$ cat src/rtl/mem_requester.sv
// mem_requester: initiator-side bridge from a load/store unit to the
// byte-addressed, variable-latency memory block. One request at a time.
// Sub-word stores are done as read-modify-write; sub-word loads are
// sign- or zero-extended. Every ISSUE/WAIT state is bounded by TIMEOUT.
//
// Ports:
//   clk, reset                   clock, asynchronous active-high reset
//   req_valid/req_ready          request handshake (ready only in IDLE)
//   req_we, req_size, req_signed request kind: store, size, sign-extend
//   req_addr, req_wdata          byte address and store data
//   rsp_valid, rsp_rdata, rsp_err one-cycle completion pulse with result
//   mem_start, mem_rwn           memory strobe and direction (1 = read)
//   mem_address, mem_data_in     registered address and write word
//   mem_data_out, mem_ready      memory read data and idle flag
module mem_requester #(
  parameter int TIMEOUT = 16
) (
  input  logic        clk,
  input  logic        reset,
  input  logic        req_valid,
  output logic        req_ready,
  input  logic        req_we,
  input  logic [1:0]  req_size,
  input  logic        req_signed,
  input  logic [31:0] req_addr,
  input  logic [31:0] req_wdata,
  output logic        rsp_valid,
  output logic [31:0] rsp_rdata,
  output logic        rsp_err,
  output logic        mem_start,
  output logic        mem_rwn,
  output logic [31:0] mem_address,
  output logic [31:0] mem_data_in,
  input  logic [31:0] mem_data_out,
  input  logic        mem_ready
);

  localparam int CW = $clog2(TIMEOUT + 1);
  localparam logic [CW-1:0] CNT_LAST = CW'(TIMEOUT - 1);

  typedef enum logic [2:0] {
    IDLE, RD_ISSUE, RD_WAIT, WR_ISSUE, WR_WAIT, RESP
  } state_t;

  state_t        state;
  logic [CW-1:0] cnt;
  logic          we_q;
  logic [1:0]    size_q;
  logic          signed_q;
  logic [15:0]   wdata_q;   // only the low half is ever merged
  logic [31:0]   load_data;
  logic [31:0]   merge_data;
  logic          expired;

  assign req_ready = (state == IDLE);
  assign rsp_valid = (state == RESP);
  assign mem_start = ((state == RD_ISSUE) || (state == WR_ISSUE)) && mem_ready;
  assign expired   = (cnt == CNT_LAST);

  // Little-endian: the byte at the request address is mem_data_out[7:0].
  always_comb begin
    load_data  = mem_data_out;
    merge_data = mem_data_out;
    case (size_q)
      2'b00: begin
        load_data  = {{24{signed_q & mem_data_out[7]}}, mem_data_out[7:0]};
        merge_data = {mem_data_out[31:8], wdata_q[7:0]};
      end
      2'b01: begin
        load_data  = {{16{signed_q & mem_data_out[15]}}, mem_data_out[15:0]};
        merge_data = {mem_data_out[31:16], wdata_q};
      end
      default: begin
        load_data  = mem_data_out;
        merge_data = mem_data_out;
      end
    endcase
  end

  always_ff @(posedge clk or posedge reset) begin
    if (reset) begin
      state       <= IDLE;
      cnt         <= '0;
      we_q        <= 1'b0;
      size_q      <= 2'b00;
      signed_q    <= 1'b0;
      wdata_q     <= '0;
      rsp_rdata   <= '0;
      rsp_err     <= 1'b0;
      mem_rwn     <= 1'b1;
      mem_address <= '0;
      mem_data_in <= '0;
    end else begin
      case (state)
        IDLE: begin
          if (req_valid) begin
            we_q        <= req_we;
            size_q      <= req_size;
            signed_q    <= req_signed;
            wdata_q     <= req_wdata[15:0];
            mem_address <= req_addr;
            rsp_rdata   <= '0;
            rsp_err     <= 1'b0;
            cnt         <= '0;
            if (req_size == 2'b11) begin
              rsp_err <= 1'b1;
              state   <= RESP;
            end else if (req_we && (req_size == 2'b10)) begin
              mem_rwn     <= 1'b0;
              mem_data_in <= req_wdata;
              state       <= WR_ISSUE;
            end else begin
              // loads and the read half of a sub-word store
              mem_rwn <= 1'b1;
              state   <= RD_ISSUE;
            end
          end
        end

        RD_ISSUE, WR_ISSUE: begin
          if (mem_ready) begin
            state <= (state == RD_ISSUE) ? RD_WAIT : WR_WAIT;
            cnt   <= '0;
          end else if (expired) begin
            rsp_err   <= 1'b1;
            rsp_rdata <= '0;
            state     <= RESP;
          end else begin
            cnt <= cnt + 1'b1;
          end
        end

        RD_WAIT: begin
          if (mem_ready) begin
            if (we_q) begin
              mem_data_in <= merge_data;
              mem_rwn     <= 1'b0;
              cnt         <= '0;
              state       <= WR_ISSUE;
            end else begin
              rsp_rdata <= load_data;
              state     <= RESP;
            end
          end else if (expired) begin
            // an aborted RMW read never proceeds to its write
            rsp_err   <= 1'b1;
            rsp_rdata <= '0;
            state     <= RESP;
          end else begin
            cnt <= cnt + 1'b1;
          end
        end

        WR_WAIT: begin
          if (mem_ready) begin
            state <= RESP;
          end else if (expired) begin
            rsp_err   <= 1'b1;
            rsp_rdata <= '0;
            state     <= RESP;
          end else begin
            cnt <= cnt + 1'b1;
          end
        end

        RESP:    state <= IDLE;
        default: state <= IDLE;
      endcase
    end
  end

endmodule

$ cat config.mk
export PLATFORM = sky130hd
export DESIGN_NAME = mem_requester
export DESIGN_NICKNAME = d
export VERILOG_FILES = /design/src/rtl/mem_requester.sv
export SDC_FILE = /design/constraint.sdc
export NUM_CORES = 1
export LEC_CHECK = 0
export CORE_MARGIN = 1
export CORE_UTILIZATION = 49
export DETAILED_ROUTE_END_ITERATION = 6
export PLACE_DENSITY = 0.85
export SYNTH_ARGS = -nofsm -noshare
export SYNTH_HDL_FRONTEND = slang
export SYNTH_SLANG_ARGS = --single-unit
export TNS_END_PERCENT = 10
$ cat constraint.sdc
create_clock -name clk -period 12.3 [get_ports clk]
set_input_delay 2.46 -clock clk [delete_from_list [all_inputs] [get_ports clk]]
set_output_delay 2.46 -clock clk [all_outputs]
set_load 0.1 [all_outputs]
# After elaboration in Yosys (flattened, before gate mapping)
# Cells that the tools add are included.
# op_classes
reduce_logical,18
n_eq_ne,20
n_bitwise,2
muxes,42
n_addsub,1
# ops
cell,count
32-bit 2-to-1 mux,10
32-bit case mux with 2 select lines,2
32-bit case mux with 3 select lines,1
16-bit case mux with 2 select lines,1
5-bit 2-to-1 mux,6
3-bit 2-to-1 mux,8
5-bit case mux with 4 select lines,1
2-bit inequality test (second input constant),7
3-bit case mux with 4 select lines,1
4-bit AND reduction,3
1-bit 2-to-1 mux,9
3-bit by 2-bit == test with 1-bit output (second input constant),2
3-bit == test (second input constant),2
3-bit inequality test (second input constant),2
6-bit AND reduction,1
5-bit by 1-bit adder with 5-bit output (second input constant),1
5-bit by 4-bit == test with 1-bit output (second input constant),1
5-bit AND reduction,1
2-bit == test (second input constant),2
2-bit by 1-bit inequality test with 1-bit output (second input constant),2
1-bit case mux with 2 select lines,2
2-bit nonzero test,2
4-bit nonzero test,1
4-bit OR reduction,1
12 further kinds,14
# totals
reg_bits,126
input_bits,104
elab_cells,94
out_inout_bits,101

# Logic depth before layout (Yosys ltp)
# Gate-level depths: netlist (run 1).
# depth
ltp_word,6
depth_mapped,8
ltp_nobuf,5

# Worst setup path before layout (run 1)
# OpenSTA, ideal clock, no wires.
# synth_path
kind,in2out
startpoint,input port mem_ready
endpoint,output port mem_start
path_buffers,1
t_required_ns,9.840
stages,3
setup_slack_ns,4.932
t_arrival_ns,4.908
path_cell_list,clkbuf_1 -> inv_1 -> nor3_1
# synth_via
elab_chain_cells,1
# synth_lines
element,line_no,rtl
from (decl),35,input logic mem_ready
1-bit logical AND,57,assign mem_start = ((state == RD_ISSUE) || (state == WR_ISSUE)) && mem_ready;
to (decl),30,"output logic mem_start,"
# Every way passes these cells.

# Final worst setup path (run 1)
# Ends and elaborated chain as after synthesis.

==> results of run 1 <==
cells in the mapped netlist, drive strengths merged (4+ instances only):
cell	number
buf	21
clkbuf	11
nand2	15
a2bb2oi	4
nor3	7
o221ai	7
a22o	24
nor2	18
nand3	10
inv	19
dfrtp	125
nand2b	18
o21ai	32
a21oi	14
mux2	94
mux2i	25
worst reg2reg max path: stages, from the launching register on:
cell	delay (ns)
dfrtp_1	0.72
nand3b_1	0.20
nor3_2	0.65
nor2b_1	0.97
a22o_1	0.27
state kept, by name, indices dropped and copies added (netlist names):
name and cells:
wdata_q 16, mem_address 32, size_q 2, we_q 1, mem_rwn 1, cnt 5, signed_q 1, rsp_rdata 32
state 3, mem_data_in 32, rsp_err 1
logic make-up (layout without fill, tap and decap cells):
logic type	count (synthesis)	count (layout)	synth area share, %
buf+inv	51	261	4.14
flops	126	126	53.3
simple gates	88	88	8.20
mux	119	119	22.2
xor+xnor	1	1	0.148
compound gates	100	100	11.8
fa+ha+maj	1	1	0.211
stage by stage:
stage / area (um2) / hold WS, ns / std cells / setup WS, ns / utilization [%]
floorplan: 5920 / 0.480 / 486 / 4.93 / -
global placement: 8040 / 0.483 / 807 / 5.08 / 69.2
detailed placement: 8040 / 0.488 / 807 / 5.06 / 69.2
CTS: 8640 / 0.507 / 839 / 5.03 / 74.4
global route: 8640 / 0.522 / 839 / 4.89 / 74.4
finish: 8640 / 0.504 / 839 / 5.02 / 74.4
worst max path at each step:
stage          slack [ns]        end       from
4_1_cts              5.03  mem_start  mem_ready
3_3_place_gp         5.08  mem_start  mem_ready
2_1_floorplan        4.93  mem_start  mem_ready
6_report             5.02  mem_start  mem_ready
3_5_place_dp         5.06  mem_start  mem_ready
5_1_grt              4.89  mem_start  mem_ready
cell type report:
class / count / area (um2) / share of cell area (%)
multi-input combinational: 309 / 2550 / 29.5
clock inverter: 13 / 165 / 1.91
sequential: 126 / 3150 / 36.5
clock buffer: 19 / 433 / 5.01
tap: 143 / 179 / 2.07
timing repair buffer: 210 / 2090 / 24.2
inverter: 19 / 73.8 / 0.854
per-layer routing:
layer / global-route usage [%] / vias to the layer above / share of wire, %
li1: - / 2146 / -
met1: 33.9 / 2382 / 39
met2: 48.0 / 194 / 51
met3: 8.60 / 35 / 7.0
met4: 12.3 / 0 / 2.7
met5: 0 / - / 0
placed cells by master, fill, tap and decap left out, types with 3 or more instances in the layout:
cell / n
buf_4: 6
o21ai_0: 32
clkinv_4: 3
dfrtp_1: 125
clkdlybuf4s50_1: 204
nand2b_1: 18
nand3_1: 10
inv_1: 18
a21oi_1: 14
a2bb2oi_1: 4
bufinv_16: 3
o221ai_1: 7
clkbuf_16: 17
mux2_2: 93
mux2i_1: 25
nor2_1: 17
nor3_1: 6
clkinvlp_4: 4
nand2_1: 15
a22o_1: 24
nor2b_1: 3
==> metrics.cfg, run 1 <==
[floorplan]
initial_core_util_pct = 50.9
io_pins = 205
num_rows = 39
coreArea_um2 = 11600
fp.dieW_um = 112
dieArea_um2 = 12500
fp.dieH_um = 112

[global_route]
antenna_found_initial = 0
grt_max_degree = 67
grt_pass1_wl_um = 27100
grt_pass1_vias = 5088
grt_use_total_pct = 28.5
grt_overflow = 0

[timing]
period_minus_slack_ns = 7.28
finalHoldViolations = 0
fmax_mhz = 137
final.period_utilization_pct = 59.2
setup_viol = 0
drv_slew = 0
setup-tns-final_ns = 0
fin_worst_skew_ns = 0.00811
worst_pin_slew_ns = 1.24
rsz0062_at_grt = false
slew_headroom_pct = 16.2

[logic_synthesis]
synth.top_cell.area_share_pct = 52.9
syn-num-nets = 591
synth_flop_cell = dfrtp_1
netlist_instances = 486
synth.distinct_cells = 54
netlist_area_um2 = 5920
synth_edf_count = 0
avgSynthCellArea_um2 = 12.2
synthTopCellsByArea = dfrtp_1, mux2_2, mux2i_1
async_flop_share_pct = 100
yosysTopAreaCell = dfrtp_1
yosysSeqAreaShare_pct = 53.3
yosysWarnings = 0
yosys_register_bits = 126

[hold_path]
hold_start = mem_address[5]
hold_depth = 1
hp-class = flop to flop
hold_end = mem_address[5]

[layout]
n_antenna_cell = 0
drive_gt1_share_pct = 20.1
num-nets-final = 788
syn_to_final_growth_pct = 46.0
fillers = 755

[setup_path]
critPathSlowestCell = clkdlybuf4s50_1
required_ns = 9.84
path_depth = 4
path_buf_inv = 3
crit_path_end_kind = output port
rr_endpoint = rsp_rdata[17]
worstSetupPathType = input port to output port
startpoint_type = input port
critical_path.cell_chain = clkdlybuf4s50_1, inv_1, nor3_1, clkdlybuf4s50_1
path_delay_family = buffers and inverters
crit_path_max_incr_delay_ns = 1.17
cp.arrival_ns = 4.82
rr_worst_depth = 4
timing.rr.start = state[1]
reg2reg_setup_slack_ns = 9.42
critPathMaxFanout = 13
cpMostUsedCell = clkdlybuf4s50_1

[routing]
vias = 4757
routed_wl_um = 17000
drt_first_pass_iters = 6
wl_per_cell_um = 20.2
viasPerCell = 5.67
drc = 4
dr.first_iter.drc_count = 271
ant_nets = 0

[clock_tree]
ctsHoldBuffers = 0
ctsResizeCount = 0
clkSinkCount = 126
clk_path_buf_depth = 2
cts_max_level = 4
clock-root-buffer = clkbuf_16
path_clk_slew_ns = 0.05
postCtsSetupRepairBufs = 0
clk_latency_ns = 0.41
cts_buffers = 17
cts_tree = done

[placed_design]
port_buffers = 204
gp_congestion = 0.918
dp_hpwl_um = 11600

[run_status]
status = finished with violations
violations = design-rule violations

[flow_run]
maxCapViolCount = 0

Power of run 1 is left out: the tool's default activity adds up to more than one toggle a clock period on the data nets, which glitch-free logic cannot reach.
==> inputs of run 2 (changes only) <==
--- a/config.mk
+++ b/config.mk
@@ -6,9 +6,9 @@
 export NUM_CORES = 1
 export LEC_CHECK = 0
 export CORE_MARGIN = 1
-export CORE_UTILIZATION = 49
+export CORE_UTILIZATION = 46
 export DETAILED_ROUTE_END_ITERATION = 6
-export PLACE_DENSITY = 0.85
+export PLACE_DENSITY = 0.8
 export SYNTH_ARGS = -nofsm -noshare
 export SYNTH_HDL_FRONTEND = slang
 export SYNTH_SLANG_ARGS = --single-unit
==> constraint.sdc (replaced) <==
create_clock -name clk -period 6.9 [get_ports clk]
set_input_delay 1.38 -clock clk [delete_from_list [all_inputs] [get_ports clk]]
set_output_delay 1.38 -clock clk [all_outputs]
set_load 0.1 [all_outputs]
==> metrics.cfg, run 2 (synthesis gave the netlist of run 1 again) <==
[setup_path]
crit_path_end_kind = output port
cp.arrival_ns = 3.77  ; -1.05 ns
worstSetupPathType = input port to output port
required_ns = 5.52  ; -4.32 ns
critPathMaxFanout = 13  ; unchanged
startpoint_type = input port

[timing]
fmax_mhz = 194
worst_pin_slew_ns = 1.13  ; -0.117 ns
setup_viol = 0  ; unchanged
finalHoldViolations = 0  ; unchanged
setup-tns-final_ns = 0  ; unchanged
rsz0062_at_grt = false
drv_slew = 0  ; unchanged
slew_headroom_pct = 24.7  ; +8.5 points
final.period_utilization_pct = 74.7
period_minus_slack_ns = 5.15
fin_worst_skew_ns = 0.00741  ; -0.000699 ns

[hold_path]
hp-class = flop to flop

[layout]
final_cell_mix = clkdlybuf4s50_1, dfrtp_1, mux2_2
utilization_pct = 69.0  ; -5.4 points
num-nets-final = 788  ; unchanged
instances_no_fill = 868  ; +3.5%
top_regs = mem_address (32), mem_data_in (32), rsp_rdata (32)
n_antenna_cell = 0  ; unchanged
drive_gt1_share_pct = 20.3  ; +0.14 points
fin_area_um2 = 8670  ; +0.39%
syn_to_final_growth_pct = 46.6
layout_commonest_cell = clkdlybuf4s50_1
fillers = 921  ; +22%

[floorplan]
initial_core_util_pct = 47.1  ; -3.9 points
io_pins = 205  ; unchanged
fp.dieW_um = 115  ; +3.2%
coreArea_um2 = 12600  ; +8.2%
fp.dieH_um = 115  ; +3.2%
dieArea_um2 = 13300  ; +6.4%
num_rows = 41  ; +5.1%

[routing]
routed_wl_um = 16100  ; -5.3%
viasPerCell = 5.44  ; -4.0%
vias = 4723  ; -0.71%
wl_per_cell_um = 18.5  ; -8.5%
dr.first_iter.drc_count = 333  ; +23%
drc = 0  ; -4
ant_nets = 0  ; unchanged
drt_first_pass_iters = 5  ; -1

[global_route]
grt_use_total_pct = 24.9  ; -3.7 points
grt_pass1_vias = 4853  ; -4.6%
grt_overflow = 0  ; unchanged
grt_max_degree = 70  ; +4.5%
antenna_found_initial = 0  ; unchanged
grt_pass1_wl_um = 24900  ; -8.3%

[clock_tree]
cts_buffers = 17  ; unchanged
postCtsSetupRepairBufs = 0  ; unchanged
ctsResizeCount = 0  ; unchanged
cts_max_level = 4  ; unchanged
ctsHoldBuffers = 0  ; unchanged
path_clk_slew_ns = 0.05  ; about the same
clock-root-buffer = clkbuf_16
clk_path_buf_depth = 2  ; unchanged
clkSinkCount = 126  ; unchanged
clk_latency_ns = 0.41  ; about the same
cts_tree = done

[placed_design]
place_inst = 836  ; +3.6%
dp_hpwl_um = 11300  ; -2.6%
gp_congestion = 0.903  ; -1.6%
port_buffers = 204  ; unchanged
place_area_um2 = 8080  ; +0.45%

[flow_run]
maxCapViolCount = 0  ; unchanged

[run_status]
status = completed

run 2: through the flow:
stage	setup slack (ns)	hold WS, ns
floorplan	1.69	0.480
global placement	1.82	0.484
detailed placement	1.78	0.488
CTS	1.78	0.504
global route	1.66	0.517
finish	1.75	0.499
run 2: path summary, 6_finish.rpt:
path                            startpoint         endpoint  slack (ns)  depth (start not counted)
worst max-delay path             mem_ready        mem_start        1.75                          4
worst min-delay path               mem_rwn          mem_rwn        0.50                          2
worst max register to register    state[1]    rsp_rdata[28]        4.08                          4
worst min register to register     mem_rwn          mem_rwn        0.50                          2
max in group asynchronous            reset  mem_data_in[28]        4.11                          3
min in group asynchronous            reset  mem_address[17]        1.43                          2
run 2: routing by layer:
metal	global-route usage (%)	share of wire, %	up-vias	wire length [um]
li1	-	-	2152	-
met1	30.4	40	2341	6390
met2	39.4	50	192	7970
met3	8.63	7.3	38	1170
met4	11.9	3.2	0	519
met5	0	0	-	0
run 2: layout make-up:
class	instances	area [um2]	area share (%)
sequential	126	3150	36.4
multi-input combinational	309	2550	29.4
timing repair buffer	210	2090	24.1
clock buffer	22	484	5.58
tap	172	215	2.48
clock inverter	10	111	1.28
inverter	19	73.8	0.851
run 2: worst max-delay path, cell delays in order:
cell and delay [ns]:
clkdlybuf4s50_1 0.75, inv_1 0.25, nor3_1 0.21, clkdlybuf4s50_1 1.17
Power of run 2 is left out for the same reason.
==> inputs of run 3 (changes only) <==
--- a/config.mk
+++ b/config.mk
@@ -6,9 +6,9 @@
 export NUM_CORES = 1
 export LEC_CHECK = 0
 export CORE_MARGIN = 1
-export CORE_UTILIZATION = 46
+export CORE_UTILIZATION = 41
 export DETAILED_ROUTE_END_ITERATION = 6
-export PLACE_DENSITY = 0.8
+export PLACE_DENSITY = 0.76
 export SYNTH_ARGS = -nofsm -noshare
 export SYNTH_HDL_FRONTEND = slang
 export SYNTH_SLANG_ARGS = --single-unit
==> constraint.sdc (replaced) <==
create_clock -name clk -period 4.56 [get_ports clk]
set_input_delay 0.912 -clock clk [delete_from_list [all_inputs] [get_ports clk]]
set_output_delay 0.912 -clock clk [all_outputs]
set_load 0.1 [all_outputs]
==> metrics.cfg, run 3 (synthesis gave the netlist of run 1 again) <==
[run_status]
status = completed

[setup_path]
worstSetupPathType = flop to output port
critical_path.cell_chain = inv_1, nor3_1, clkdlybuf4s50_1
path_delay_family = buffers and inverters
required_ns = 3.65  ; -1.87 ns
crit_path_end_kind = output port
critPathSlowestCell = clkdlybuf4s50_1
critPathMaxFanout = 18  ; +5
crit_path_max_incr_delay_ns = 1.16  ; about the same
path_buf_inv = 2  ; -1
startpoint_type = flop
cp.arrival_ns = 2.79  ; -0.98 ns

[global_route]
grt_pass1_vias = 4996  ; +2.9%
grt_pass1_wl_um = 25700  ; +3.4%
grt_max_degree = 72  ; +2.9%
grt_overflow = 0  ; unchanged
grt_use_total_pct = 22.8  ; -2.0 points
antenna_found_initial = 0  ; unchanged

[clock_tree]
cts_buffers = 17  ; unchanged
clk_latency_ns = 0.41  ; about the same
path_clk_slew_ns = 0.06  ; about the same
cts_tree = done
clk_path_buf_depth = 2  ; unchanged
clkSinkCount = 126  ; unchanged
cts_max_level = 4  ; unchanged
clock-root-buffer = clkbuf_16
ctsResizeCount = 0  ; unchanged
ctsHoldBuffers = 0  ; unchanged
postCtsSetupRepairBufs = 0  ; unchanged

[layout]
fin_area_um2 = 8760  ; +1.0%
drive_gt1_share_pct = 20.9  ; +0.60 points
num-nets-final = 792  ; +0.51%
top_regs = mem_address (32), mem_data_in (32), rsp_rdata (32)
final_cell_mix = clkdlybuf4s50_1, dfrtp_1, mux2_2
fillers = 1091  ; +18%
multiInputGateArea_um2 = 2550  ; unchanged
regArea_um2 = 3150  ; unchanged
n_antenna_cell = 0  ; unchanged
layout_commonest_cell = clkdlybuf4s50_1
syn_to_final_growth_pct = 48.0

[routing]
ant_nets = 0  ; unchanged
drc = 0  ; unchanged
vias = 4670  ; -1.1%
routed_wl_um = 16200  ; +0.75%
dr.first_iter.drc_count = 230  ; -31%
viasPerCell = 5.31  ; -2.5%
drt_first_pass_iters = 4  ; -1
wl_per_cell_um = 18.4  ; -0.63%

[timing]
fin_worst_skew_ns = 0.00805  ; +0.000635 ns
fmax_mhz = 270
finalHoldViolations = 0  ; unchanged
setup-tns-final_ns = 0  ; unchanged
setup_viol = 0  ; unchanged
final.period_utilization_pct = 81.2
slew_headroom_pct = 19.5  ; -5.2 points
hold_slack_ns = 0.498  ; -0.00118 ns
rsz0062_at_grt = false
period_minus_slack_ns = 3.70
drv_slew = 0  ; unchanged
worst_pin_slew_ns = 1.19  ; +0.0679 ns

[floorplan]
num_rows = 43  ; +4.9%
coreArea_um2 = 14000  ; +11%
fp.dieW_um = 122  ; +5.8%
io_pins = 205  ; unchanged
dieArea_um2 = 14900  ; +12%
fp.dieH_um = 122  ; +5.8%
initial_core_util_pct = 42.3  ; -4.8 points

[placed_design]
port_buffers = 204  ; unchanged
gp_congestion = 0.810  ; -10%
dp_hpwl_um = 11500  ; +2.0%
place_area_um2 = 8120  ; +0.46%

[hold_path]
hp-class = flop to flop

[flow_run]
maxCapViolCount = 0  ; unchanged

run 3: layer usage:
| layer | track usage (%) | vias to the layer above | wire (um) |
|---|---|---|---|
| met2 | 38.4 | 163 | 8210 |
| met4 | 7.85 | 0 | 252 |
| met1 | 26.7 | 2331 | 6480 |
| li1 | - | 2154 | - |
| met3 | 8.57 | 22 | 1230 |
| met5 | 0 | - | 0 |
run 3: worst paths after layout:
| check | startpoint | to | slack, ns | depth (start not counted) |
|---|---|---|---|---|
| setup / recovery | state[2] | rsp_valid | 0.86 | 3 |
| hold / removal | rsp_rdata[25] | rsp_rdata[25] | 0.50 | 1 |
| setup reg to reg | state[2] | rsp_rdata[7] | 1.90 | 5 |
| hold reg to reg | rsp_rdata[25] | rsp_rdata[25] | 0.50 | 1 |
| max in group asynchronous | reset | mem_rwn | 2.56 | 3 |
| min in group asynchronous | reset | mem_address[11] | 1.02 | 2 |
run 3: layout make-up:
| cell class | count | area share [%] |
|---|---|---|
| flip-flops and latches | 126 | 36.0 |
| multi-input cells | 309 | 29.1 |
| repair buffers | 214 | 24.1 |
| clock buffers | 18 | 4.90 |
| well taps | 180 | 2.57 |
| clock inverters | 14 | 2.46 |
| inverters | 19 | 0.843 |
run 3: metrics by stage:
step	utilization, %	worst slack, ns	instances
after detailed placement	58.0	1.18	848
after global placement	58.0	1.20	848
after CTS	62.6	0.859	880
final	62.6	0.859	880
after global routing	62.6	0.691	880
after floorplan	-	0.288	486
Power of run 3 is left out for the same reason.
